## src/rtl/fp_mul_issue_arb.sv

```systemverilog
// Issue controller for a pipelined FP multiplier: round-robin pick of two requesters, valid/id
// tracking alongside the datapath, back-pressure stall and synchronous flush.
module fp_mul_issue_arb #(
  parameter int unsigned DW  = 16,
  parameter int unsigned LAT = 4
) (
  input  logic          clk,
  input  logic          rst_n,
  input  logic          req0_valid,
  output logic          req0_ready,
  input  logic [DW-1:0] req0_opa,
  input  logic [DW-1:0] req0_opb,
  input  logic          req1_valid,
  output logic          req1_ready,
  input  logic [DW-1:0] req1_opa,
  input  logic [DW-1:0] req1_opb,
  input  logic          flush,
  output logic          mul_en,
  output logic [DW-1:0] mul_opa,
  output logic [DW-1:0] mul_opb,
  input  logic [DW-1:0] mul_res,
  output logic          res_valid,
  input  logic          res_ready,
  output logic [DW-1:0] res_data,
  output logic          res_id,
  output logic [3:0]    inflight,
  output logic [1:0]    state
);

  typedef enum logic [1:0] {
    StIdle  = 2'd0,
    StRun   = 2'd1,
    StStall = 2'd2,
    StFlush = 2'd3
  } state_e;

  logic [LAT-1:0] vld_q;
  logic [LAT-1:0] id_q;
  logic           rr_q;
  logic [3:0]     inflight_q;
  logic [3:0]     inflight_d;
  state_e         state_q;

  logic grant0, grant1, issue_ok;
  logic acc0, acc1, accept, consume;

  // rr_q holds the last granted requester; on contention the other one wins.
  assign grant0   = req0_valid & (~req1_valid | rr_q);
  assign grant1   = req1_valid & (~req0_valid | ~rr_q);
  assign mul_en   = ~(vld_q[LAT-1] & ~res_ready);
  assign issue_ok = mul_en & ~flush & (state_q != StFlush);

  assign req0_ready = grant0 & issue_ok;
  assign req1_ready = grant1 & issue_ok;
  assign acc0       = req0_valid & req0_ready;
  assign acc1       = req1_valid & req1_ready;
  assign accept     = acc0 | acc1;

  assign mul_opa = acc1 ? req1_opa : req0_opa;
  assign mul_opb = acc1 ? req1_opb : req0_opb;

  assign res_valid = vld_q[LAT-1];
  assign res_id    = id_q[LAT-1];
  assign res_data  = mul_res;
  assign consume   = res_valid & res_ready;

  assign inflight = inflight_q;
  assign state    = state_q;

  always_comb begin
    inflight_d = inflight_q;
    if (flush) begin
      inflight_d = 4'd0;
    end else if (accept && !consume) begin
      inflight_d = inflight_q + 4'd1;
    end else if (!accept && consume) begin
      inflight_d = inflight_q - 4'd1;
    end
  end

  always_ff @(posedge clk or negedge rst_n) begin
    if (!rst_n) begin
      vld_q      <= '0;
      id_q       <= '0;
      rr_q       <= 1'b0;
      inflight_q <= 4'd0;
      state_q    <= StIdle;
    end else begin
      inflight_q <= inflight_d;
      if (flush) begin
        vld_q <= '0;
      end else if (mul_en) begin
        vld_q <= {vld_q[LAT-2:0], accept};
        id_q  <= {id_q[LAT-2:0], acc1};
        if (accept) begin
          rr_q <= acc1;
        end
      end

      if (flush) begin
        state_q <= StFlush;
      end else begin
        unique case (state_q)
          StIdle: begin
            if (accept) begin
              state_q <= StRun;
            end
          end
          StRun: begin
            if (!mul_en) begin
              state_q <= StStall;
            end else if (inflight_d == 4'd0 && !accept) begin
              state_q <= StIdle;
            end
          end
          StStall: begin
            if (res_ready) begin
              state_q <= StRun;
            end
          end
          StFlush: state_q <= StIdle;
          default: state_q <= StIdle;
        endcase
      end
    end
  end

endmodule

```

## config.mk

```make
export PLATFORM = sky130hd
export DESIGN_NAME = fp_mul_issue_arb
export DESIGN_NICKNAME = d
export VERILOG_FILES = /design/src/rtl/fp_mul_issue_arb.sv
export SDC_FILE = /design/constraint.sdc
export NUM_CORES = 1
export LEC_CHECK = 0
export CORE_MARGIN = 5
export CORE_UTILIZATION = 26
export CTS_CLUSTER_DIAMETER = 40
export DETAILED_ROUTE_END_ITERATION = 6
export GPL_ROUTABILITY_DRIVEN = 0
export GPL_TIMING_DRIVEN = 0
export PLACE_DENSITY = 0.77
export SETUP_SLACK_MARGIN = 0.3
export SYNTH_ARGS = -nofsm -noshare
export SYNTH_HDL_FRONTEND = slang
export SYNTH_SLANG_ARGS = --single-unit
```

## constraint.sdc

```tcl
create_clock -name clk -period 1.98 [get_ports clk]
set_clock_uncertainty 0.05 [all_clocks]
set_input_delay 0.396 -clock clk [delete_from_list [all_inputs] [get_ports clk]]
set_output_delay 0.396 -clock clk [all_outputs]
set_load 0.01 [all_outputs]
```

==> impl_metrics.sql <==
INSERT INTO impl_metrics (metric_group, metric, value, unit) VALUES
('outcome', 'outcome', 'finished, violations left', ''),
('outcome', 'failed_checks', 'setup timing', ''),
('power', 'leakagePower', '1.49', 'nW'),
('cts', 'tritoncts', 'built', ''),
('cts', 'ctsRootBufferMaster', 'clkbuf_8', ''),
('floorplanning', 'floorplan.initialDensity', '27.0', '%'),
('final_layout', 'syn_to_final_growth', '134', '%'),
('critical_path', 'worst_r2r_path_depth', '7', ''),
('final_layout', 'final_cell_area', '3250', 'um^2'),
('drt', 'drtIter0Drc', '31', ''),
('final_layout', 'num-fill-cells', '433', ''),
('place', 'port_buffers', '127', ''),
('critical_path', 'path_max_fanout', '7', ''),
('floorplanning', 'placeableCoreArea', '5140', 'um^2'),
('critical_path', 'setup.worst_path.class', 'reg2out', ''),
('final_layout', 'share_of_post_route_cells_with_drive_strength_above_1', '46.6', '%'),
('run', 'max-cap-violations', '0', ''),
('hold_path', 'hp-start', 'res_ready', ''),
('yosys', 'ys_ff_latch', '15', ''),
('global_routing', 'globalRoute.totalOverflow', '0', ''),
('yosys', 'yosysWarningCount', '0', ''),
('cts', 'clockBufferDepth', '2', ''),
('final_layout', 'insertedDiodeCount', '0', ''),
('global_routing', 'grt_antenna_before_repair', '0', ''),
('yosys', 'syn_inst', '140', ''),
('cts', 'cts_buffers', '3', ''),
('floorplanning', 'die_h', '83.1', 'um'),
('global_routing', 'number_of_global_route_vias_before_repair', '1583', ''),
('cts', 'cts.hold.buffers_added', '0', ''),
('global_routing', 'grt_total_usage', '16.5', '%'),
('global_routing', 'wire_length_of_the_first_global_routing_pass', '9.21', 'mm'),
('sta', 'max_freq', '0.398', 'GHz'),
('cts', 'cts_sinks', '15', ''),
('sta', 'fin_crit_sh', '127', '%'),
('cts', 'cts.clk_slew.worst_paths', '70', 'ps'),
('drt', 'dr.pass1.iters', '4', ''),
('place', 'dpl-instance-area', '2870', 'um^2'),
('critical_path', 'r2r_start', 'vld_q[3]', ''),
('sta', 'timing.final.max_slew_violations', '0', ''),
('critical_path', 'cp-end-kind', 'output port', ''),
('final_layout', 'layout_commonest_cell', 'clkdlybuf4s50_1', ''),
('global_routing', 'grt_max_degree', '16', ''),
('place', 'dp_slack', '-1230', 'ps'),
('sta', 'report.final.hold_viol_count', '0', ''),
('floorplanning', 'fp-row-count', '26', ''),
('final_layout', 'post-route-util', '63.2', '%'),
('drt', 'wl', '6.04', 'mm'),
('cts', 'clk-insertion-delay-late', '260', 'ps'),
('yosys', 'synth_area', '1390', 'um^2'),
('sta', 'rsz_0062_raised_after_global_routing', 'true', ''),
('yosys', 'synthesis.nets', '228', ''),
('drt', 'drtAntennaViolNets', '0', ''),
('sta', 'maxSlewHeadroom', '53.6', '%'),
('drt', 'routed-via-count', '1629', ''),
('critical_path', 'crit_path_start_kind', 'register', ''),
('critical_path', 'critical_path_arrival', '2070', 'ps'),
('power', 'ir_drop', '0.435', 'mV'),
('floorplanning', 'floorplan.die_area', '6900', 'um^2'),
('drt', 'vias_per_cell', '4.43', ''),
('critical_path', 'critical_path.reg2reg.endpoint', 'inflight[2]', ''),
('hold_path', 'hold-path-endpoint', 'state[1]', ''),
('drt', 'avgRoutedWirePerCell', '16.4', 'um'),
('critical_path', 'worst_ep_required_time', '1530', 'ps'),
('final_layout', 'nNetsFinal', '387', ''),
('sta', 'report.final.setup_viol', '35', ''),
('sta', 'tightest_slew', '694', 'ps'),
('drt', 'post_route_drc', '0', ''),
('place', 'hpwlAfterDp', '4.80', 'mm'),
('hold_path', 'min-delay-path-class', 'in2reg', ''),
('final_layout', 'final_cell_mix', 'clkdlybuf4s50_1, buf_6, buf_4, mux2_4, nor2_1', ''),
('floorplanning', 'fp.dieW', '83.1', 'um'),
('sta', 'final_critical_path_setup_slack', '-534', 'ps'),
('floorplanning', 'floorplan.io_pins', '145', ''),
('yosys', 'synth.yosys.seq_area_share', '27.1', '%'),
('cts', 'cts_max_level', '1', ''),
('yosys', 'mean_cell_area_of_the_mapped_netlist', '9.91', 'um^2'),
('critical_path', 'r2r_slack', '-30', 'ps'),
('sta', 'timing.final.crit_period', '2510', 'ps'),
('power', 'powerDensity', '467', 'nW/um^2'),
('hold_path', 'min_delay_path_depth', '2', ''),
('yosys', 'synth_cell_types', '33', '');
==> sequential cells by signal, summed over array words and instances, names as in the netlist <==
name / count
inflight: 4
state: 2
rr_q: 1
id_q: 4
vld_q: 4
==> cell usage after synthesis, drive strengths merged <==
master	n	area [um^2]
ha	2	25.0
or4	1	7.51
nor2	11	41.3
a2111oi	1	27.5
nand3b	1	7.51
inv	4	15.0
nor3b	1	7.51
a21o	1	7.51
a31oi	1	6.26
nand2b	2	12.5
nor4	1	6.26
o21bai	2	15.0
nand4	2	12.5
a211oi	2	15.0
a311oi	2	17.5
clkbuf	3	11.3
a21oi	4	20.0
and3	2	12.5
buf	21	173
or3	2	12.5
or3b	1	8.76
mux2	37	417
nand2	6	22.5
xnor2	2	17.5
and2	1	7.51
dfrtp	15	375
nor2b	3	21.3
o21ai	3	15.0
nand3	2	10.0
mux2i	4	40.0
==> worst max path at each step <==
stage	depth (start not counted)	startpoint	end	slack, ps
after CTS	8	vld_q[3]	mul_opb[5]	-560
after global placement	9	res_ready	mul_opa[13]	-1210
final	9	vld_q[3]	mul_opb[10]	-530
after detailed placement	9	res_ready	mul_opa[3]	-1230
after floorplan	7	vld_q[3]	mul_opa[10]	-110
after global routing	9	vld_q[3]	mul_opb[10]	-590
==> through the flow <==
stage | power (mW) | TNS, ps | hold slack [ps] | instances
finish | 1.51 | -15410 | 385 | 368
global route | 1.60 | -17450 | 413 | 368
CTS | 1.48 | -15330 | 386 | 358
detailed placement | 1.14 | -41870 | 444 | 337
global placement | 1.13 | -41340 | 438 | 337
floorplan | 0.747 | -3000 | 50.4 | 140
==> timing repair <==
| item | in CTS | in global routing |
|---|---|---|
| pin swaps | 4 | 2 |
| setup buffers | 16 | 10 |
| hold endpoints to repair | 0 | 0 |
| gates resized for setup | 191 | 22 |
| setup endpoints to repair | 51 | 43 |
| cloned | 1 | 0 |
==> worst max-delay path: stages (launching register included) <==
cell and delay, ps:
dfrtp_2 400, nor2b_4 120, buf_6 120, a211oi_4 160, and3_1 200, buf_6 140
buf_6 130, buf_12 120, mux2_4 300, buf_6 120
==> logic make-up after synthesis <==
logic type	after synthesis	synth area share, %
flip-flops	15	27.1
XOR/XNOR	2	1.26
multiplexers	41	32.9
AND/OR/NAND/NOR	36	13.7
adder cells (fa/ha/maj)	2	1.80
AO/OA/AOI/OAI	16	8.93
buffers and inverters	28	14.3
==> power breakdown <==
group	switching (mW)	internal, mW
sequential	0.0337	0.351
clock	0.118	0.140
combinational	0.302	0.569
==> final cells by class <==
cell class | count | area (um^2) | share of cell area (%)
Clock inverter | 1 | 5.00 | 0.154
Inverter | 4 | 20.0 | 0.617
Sequential cell | 15 | 382 | 11.8
Buffer | 24 | 218 | 6.71
Clock buffer | 3 | 41.3 | 1.27
Multi-Input combinational cell | 97 | 956 | 29.4
Timing Repair Buffer | 154 | 1540 | 47.4
Tap cell | 70 | 87.6 | 2.70
==> layer usage <==
metal,vias up,global-route usage [%],wire length (um)
met1,756,18.0,2270
met2,74,30.8,3250
met4,0,3.57,48
met3,5,5.45,478
met5,-,0,0
li1,794,-,-
Note: power is estimated with default switching activity, not from simulation.
